==> config.mk <==
export PLATFORM = sky130hd
export DESIGN_NAME = load_store_unit
export DESIGN_NICKNAME = d
export VERILOG_FILES = /design/src/rtl/riscv_defs.sv /design/src/rtl/lsu_load_format.sv /design/src/rtl/load_store_unit.sv
export SDC_FILE = /design/constraint.sdc
export NUM_CORES = 1
export LEC_CHECK = 0
export BUFFER_PORTS_ARGS = -buffer_cell sky130_fd_sc_hd__clkbuf_2
export CORE_AREA = 2 2 107 109
export CTS_CLUSTER_DIAMETER = 100
export CTS_CLUSTER_SIZE = 25
export DETAILED_ROUTE_END_ITERATION = 12
export DIE_AREA = 0 0 109 111
export PLACE_DENSITY = 0.78
export SLEW_MARGIN = 30
export SYNTH_ARGS = -nofsm -noshare
export SYNTH_HDL_FRONTEND = slang
export SYNTH_SLANG_ARGS = --single-unit
export TNS_END_PERCENT = 5
==> constraint.sdc <==
create_clock -name clk -period 2.44 [get_ports clk]
set_input_delay 0.488 -clock clk [delete_from_list [all_inputs] [get_ports clk]]
set_output_delay 0.488 -clock clk [all_outputs]
set_load 0.02 [all_outputs]
==> src/rtl/riscv_defs.sv <==
// Shared RV32I load/store definitions for the load/store unit.
// Holds funct3 width codes, LOAD/STORE opcodes, the LSU state encoding
// and the request legality check used when a request is accepted.
package riscv_defs;

  // Load width codes
  localparam logic [2:0] L_BYTE   = 3'b000;
  localparam logic [2:0] L_HWORD  = 3'b001;
  localparam logic [2:0] L_WORD   = 3'b010;
  localparam logic [2:0] L_BYTEU  = 3'b100;
  localparam logic [2:0] L_HWORDU = 3'b101;

  // Store width codes
  localparam logic [2:0] S_BYTE  = 3'b000;
  localparam logic [2:0] S_HWORD = 3'b001;
  localparam logic [2:0] S_WORD  = 3'b010;

  // Major opcodes
  localparam logic [6:0] OP_LOAD  = 7'b0000011;
  localparam logic [6:0] OP_STORE = 7'b0100011;

  localparam int unsigned CNT_W = 8;

  typedef enum logic [1:0] {
    ST_IDLE   = 2'd0,
    ST_ACCESS = 2'd1,
    ST_DONE   = 2'd2,
    ST_FAULT  = 2'd3
  } lsu_state_e;

  // Illegal width code or an access not aligned to its own size.
  function automatic logic lsu_access_fault(input logic       is_store,
                                            input logic [2:0] funct3,
                                            input logic [1:0] addr_lo);
    logic illegal;
    logic is_half;
    logic is_word;
    if (is_store) begin
      illegal = (funct3 > S_WORD);
    end else begin
      illegal = (funct3 == 3'b011) || (funct3 == 3'b110) || (funct3 == 3'b111);
    end
    is_half = (funct3[1:0] == 2'b01);
    is_word = (funct3[1:0] == 2'b10);
    return illegal | (is_half & addr_lo[0]) | (is_word & (addr_lo != 2'b00));
  endfunction

endpackage

==> src/rtl/lsu_load_format.sv <==
// Load result formatter: selects the byte/halfword lane from a memory word
// and sign- or zero-extends it according to funct3.
//   funct3    : RV32I load width code
//   addr_lo   : low two bits of the byte address
//   mem_rdata : raw memory word
//   load_data : aligned and extended result (combinational)
module lsu_load_format
  import riscv_defs::*;
(
  input  logic [2:0]  funct3,
  input  logic [1:0]  addr_lo,
  input  logic [31:0] mem_rdata,
  output logic [31:0] load_data
);

  logic [7:0]  w_byte;
  logic [15:0] w_half;

  always_comb begin
    w_byte = mem_rdata[7:0];
    case (addr_lo)
      2'd0:    w_byte = mem_rdata[7:0];
      2'd1:    w_byte = mem_rdata[15:8];
      2'd2:    w_byte = mem_rdata[23:16];
      default: w_byte = mem_rdata[31:24];
    endcase
    w_half = addr_lo[1] ? mem_rdata[31:16] : mem_rdata[15:0];

    load_data = mem_rdata;
    case (funct3)
      L_BYTE:   load_data = {{24{w_byte[7]}}, w_byte};
      L_BYTEU:  load_data = {24'd0, w_byte};
      L_HWORD:  load_data = {{16{w_half[15]}}, w_half};
      L_HWORDU: load_data = {16'd0, w_half};
      default:  load_data = mem_rdata;
    endcase
  end

endmodule

==> src/rtl/load_store_unit.sv <==
// Load/store unit: accepts a single-cycle request, drives a word-addressed
// memory port with byte enables, waits for mem_ready (bounded by TIMEOUT),
// and returns formatted load data with a one-cycle done pulse.
//   clk, rst                 : clock, synchronous active-high reset
//   req, is_store, funct3,
//   addr, store_data         : request (sampled only in IDLE)
//   mem_addr, mem_re, mem_we,
//   mem_be, mem_wdata        : memory command (registered)
//   mem_rdata, mem_ready     : memory response
//   load_data, done,
//   misaligned, timeout, busy: results and status (registered)
module load_store_unit
  import riscv_defs::*;
#(
  parameter int unsigned TIMEOUT = 15,
  parameter int unsigned ADDR_W  = 32
) (
  input  logic              clk,
  input  logic              rst,
  input  logic              req,
  input  logic              is_store,
  input  logic [2:0]        funct3,
  input  logic [ADDR_W-1:0] addr,
  input  logic [31:0]       store_data,
  output logic [ADDR_W-1:0] mem_addr,
  output logic              mem_re,
  output logic              mem_we,
  output logic [3:0]        mem_be,
  output logic [31:0]       mem_wdata,
  input  logic [31:0]       mem_rdata,
  input  logic              mem_ready,
  output logic [31:0]       load_data,
  output logic              done,
  output logic              misaligned,
  output logic              timeout,
  output logic              busy
);

  lsu_state_e        r_state;
  logic              r_is_store;
  logic [2:0]        r_funct3;
  logic [1:0]        r_addr_lo;
  logic [CNT_W-1:0]  r_cnt;
  logic [ADDR_W-1:0] r_mem_addr;
  logic              r_mem_re;
  logic              r_mem_we;
  logic [3:0]        r_mem_be;
  logic [31:0]       r_mem_wdata;
  logic [31:0]       r_load_data;
  logic              r_done;
  logic              r_misaligned;
  logic              r_timeout;
  logic              r_busy;

  logic [3:0]        w_be;
  logic [31:0]       w_wdata;
  logic              w_fault;
  logic [31:0]       w_fmt_data;

  // Lane steering for the incoming request: byte enables by size/offset,
  // store data replicated across every lane it may land in.
  always_comb begin
    w_be    = 4'b1111;
    w_wdata = store_data;
    case (funct3[1:0])
      2'b00: begin
        w_be    = 4'b0001 << addr[1:0];
        w_wdata = {4{store_data[7:0]}};
      end
      2'b01: begin
        w_be    = 4'b0011 << {addr[1], 1'b0};
        w_wdata = {2{store_data[15:0]}};
      end
      default: begin
        w_be    = 4'b1111;
        w_wdata = store_data;
      end
    endcase
    if (!is_store) begin
      w_wdata = 32'd0;
    end
    w_fault = lsu_access_fault(is_store, funct3, addr[1:0]);
  end

  lsu_load_format u_fmt (
    .funct3    (r_funct3),
    .addr_lo   (r_addr_lo),
    .mem_rdata (mem_rdata),
    .load_data (w_fmt_data)
  );

  // Control FSM with registered outputs.
  // A fault passes through FAULT for one cycle, so its done pulse lands
  // on the same cycle as a zero-wait successful access would.
  always_ff @(posedge clk) begin
    if (rst) begin
      r_state      <= ST_IDLE;
      r_is_store   <= 1'b0;
      r_funct3     <= 3'd0;
      r_addr_lo    <= 2'd0;
      r_cnt        <= '0;
      r_mem_addr   <= '0;
      r_mem_re     <= 1'b0;
      r_mem_we     <= 1'b0;
      r_mem_be     <= 4'd0;
      r_mem_wdata  <= 32'd0;
      r_load_data  <= 32'd0;
      r_done       <= 1'b0;
      r_misaligned <= 1'b0;
      r_timeout    <= 1'b0;
      r_busy       <= 1'b0;
    end else begin
      case (r_state)
        ST_IDLE: begin
          r_done <= 1'b0;
          if (req) begin
            r_is_store   <= is_store;
            r_funct3     <= funct3;
            r_addr_lo    <= addr[1:0];
            r_cnt        <= '0;
            r_mem_addr   <= {addr[ADDR_W-1:2], 2'b00};
            r_mem_be     <= w_be;
            r_mem_wdata  <= w_wdata;
            r_timeout    <= 1'b0;
            r_busy       <= 1'b1;
            if (w_fault) begin
              r_misaligned <= 1'b1;
              r_state      <= ST_FAULT;
            end else begin
              r_misaligned <= 1'b0;
              r_mem_re     <= !is_store;
              r_mem_we     <= is_store;
              r_state      <= ST_ACCESS;
            end
          end
        end

        ST_ACCESS: begin
          if (mem_ready) begin
            r_mem_re <= 1'b0;
            r_mem_we <= 1'b0;
            r_done   <= 1'b1;
            r_state  <= ST_DONE;
            if (!r_is_store) begin
              r_load_data <= w_fmt_data;
            end
          end else if (r_cnt == CNT_W'(TIMEOUT - 1)) begin
            r_mem_re  <= 1'b0;
            r_mem_we  <= 1'b0;
            r_timeout <= 1'b1;
            r_state   <= ST_FAULT;
          end else begin
            r_cnt <= r_cnt + CNT_W'(1);
          end
        end

        ST_FAULT: begin
          r_done  <= 1'b1;
          r_state <= ST_DONE;
        end

        default: begin
          r_done  <= 1'b0;
          r_busy  <= 1'b0;
          r_state <= ST_IDLE;
        end
      endcase
    end
  end

  assign mem_addr   = r_mem_addr;
  assign mem_re     = r_mem_re;
  assign mem_we     = r_mem_we;
  assign mem_be     = r_mem_be;
  assign mem_wdata  = r_mem_wdata;
  assign load_data  = r_load_data;
  assign done       = r_done;
  assign misaligned = r_misaligned;
  assign timeout    = r_timeout;
  assign busy       = r_busy;

endmodule

==> results.cfg <==
[synth]
yosys.cell_count.top_type = nand2_1
synth_seq_cells = 120
netlist_area_um2 = 5140
ys_types = 46
synth_cells = 612
yosysTopAreaCellShare_pct = 46.8
synth_edf_count = 0
synth_area_leaders = dfxtp_1, nand2_1, a21oi_1, o21ai_0, mux2i_1
yosys_most_used_dff = dfxtp_1
async_flop_share_pct = 0
syn_area_per_cell_um2 = 8.39
ys_seq_area_share_pct = 46.8
post-synth-top-area-cell = dfxtp_1
yosys_warnings = 0
yosys-top-cells-count = nand2_1, dfxtp_1, a21oi_1, o21ai_0, clkbuf_1

[sta]
final-hold-violation-count = 0
rsz0062_at_grt = no
period_share_pct = 88.0
min_period_ps = 2150
final.setup_skew_ps = 5.25
tightest_slew_ps = 674
tns_ps = 0
fmax_ghz = 0.466
setup_violations = 0
relSlewSlack_pct = 55.0
final_max_slew_viol_count = 0

[run]
drv_cap = 0

[setup_path]
critPathCaptureType = register
path_max_fanout = 20
start_kind = register
arrival_ps = 2400
critical_path_class = reg -> reg
critical_path_required_ps = 2700

[global_routing]
grt_use_met3_pct = 8.47
grt_usage_pct = 23.8
grt_pass1_vias = 4873
antenna_found_initial = 0
grt-busiest-layer = met2
grt_util_met1_pct = 29.8
grt_max_degree = 47
grt_pass1_wl_mm = 23.1
globalRoute.totalOverflow = 0
met2_usage_pct = 38.2

[clock_network]
cts_made_buffers = 17
clk_latency_ps = 400
clock_sinks = 120
cts_setup_buffers = 0
clkTransAtPathRegs_ps = 50
cts_hold_buffers = 0
cts_root_buffer = clkbuf_16
cts_resized = 0
htreeDepth = 4
cts_buffer_depth = 2
cts_tree = built

[placement]
dpl-instance-area_um2 = 6310
io_buffer_count = 207
gp_routability_congestion = 0.834
dp_hpwl_mm = 10.2
dpl.cell_count = 932

[die]
num_rows = 39
core_area_um2 = 11100
die_area_um2 = 12100
ios = 210
start_util_pct = 46.4
die_w_um = 109
die_h_um = 111

[drt]
ant_nets = 0
drt_iter0_drc = 250
drt_pass1_iterations = 4
post_drt_wl_per_cell_um = 14.7
vias = 5029
viasPerCell = 5.22
wirelength_mm = 14.2
drc = 0

[power]
power_density_nw_per_um2 = 783
p_leak_nw = 3.10
vdd.ir_drop.worst_v = 0.000414
p_total_w = 0.00540

[cells_and_area]
final_cells = 963
final_net_count = 914
final_area_um2 = 6890
area_growth_pct = 34.2
fillers = 1008
diodes = 0
fin_util_pct = 62.2
drive_gt1_share_pct = 34.3

[min_path]
hold_path.class = in -> reg

[run_status]
status = complete, no violations
## per-layer routing
layer	up-vias	share of wire, %
li1	2508	-
met1	2332	45
met3	14	7.6
met5	-	0
met2	175	47
met4	0	1.2
## layout by cell type (no fill, tap or decap), drive strengths merged, types with 3 or more instances in the layout
cell | synthesis | layout
buf | 11 | 14
clkinv | 0 | 6
and2 | 3 | 3
a21oi | 80 | 80
or4 | 4 | 4
nor2b | 12 | 12
mux2i | 30 | 30
a221o | 3 | 3
o31ai | 3 | 3
o21ai | 63 | 63
nor3 | 5 | 5
a22o | 8 | 8
nand2b | 9 | 9
a221oi | 11 | 11
nor2 | 16 | 16
nand3 | 4 | 4
mux2 | 12 | 12
clkbuf | 34 | 229
dfxtp | 120 | 120
nand2 | 144 | 144
inv | 10 | 10
or3 | 5 | 5
nor3b | 3 | 3
## critical path: stages, from the launching register on
cell and delay (ps):
dfxtp_1 520, inv_4 100, or4b_4 700, a211oi_2 510, a221oi_1 160
## final timing paths
kind / slack, ps / end / cells past startpoint / startpoint
min reg2reg: 450 / mem_addr[30]$_SDFFE_PP0P_ / 2 / mem_addr[30]$_SDFFE_PP0P_
max reg2reg: 290 / load_data[8]$_SDFFE_PP0P_ / 4 / r_state[0]$_SDFFE_PP0P_
max: 290 / load_data[8]$_SDFFE_PP0P_ / 4 / r_state[0]$_SDFFE_PP0P_
min: 300 / mem_addr[10]$_SDFFE_PP0P_ / 3 / addr[10]
## kinds of logic (layout without fill, tap and decap cells)
family                   Yosys count  count (layout)  share of synthesized area, %
AND/OR/NAND/NOR                  212             212                          18.5
AO/OA/AOI/OAI                    180             180                          21.0
flip-flops                       120             120                          46.8
buffers and inverters             55             262                          4.70
multiplexers                      42              42                          8.48
adder cells (fa/ha/maj)            2               2                         0.487
other                              1               2                        0.0730
## cell type report
type	instances	area, um2	area share [%]
repair buffers	221	1180	17.1
flip-flops and latches	120	2400	34.8
multi-input cells	438	2510	36.4
inverters	10	40.0	0.581
well taps	143	179	2.60
clock buffers	22	484	7.02
clock inverters	9	97.6	1.42
## per-stage QoR
stage | hold slack (ps) | setup WS (ps)
floorplan | 447 | 720
global placement | 434 | 360
detailed placement | 444 | 318
CTS | 288 | 311
global route | 295 | 166
finish | 302 | 294
## flip-flops by register name, indices dropped and copies added, names as in the netlist
signal and count:
misaligned 1, done 1, r_is_store 1, mem_wdata 32, busy 1, load_data 32
r_cnt 8, mem_re 1, timeout 1, r_funct3 3, mem_we 1, mem_be 4
mem_addr 30, r_addr_lo 2, r_state 2
## report_power, final
group / internal (W) / total, W / switching (W) / leakage (nW)
registers: 0.00208 / 0.00215 / 0.0000754 / 0.979
clock network: 0.00159 / 0.00245 / 0.000856 / 0.291
logic: 0.000301 / 0.000792 / 0.000491 / 1.83
total: 0.00397 / 0.00540 / 0.00142 / 3.10
(Power assumes the default switching activity.)
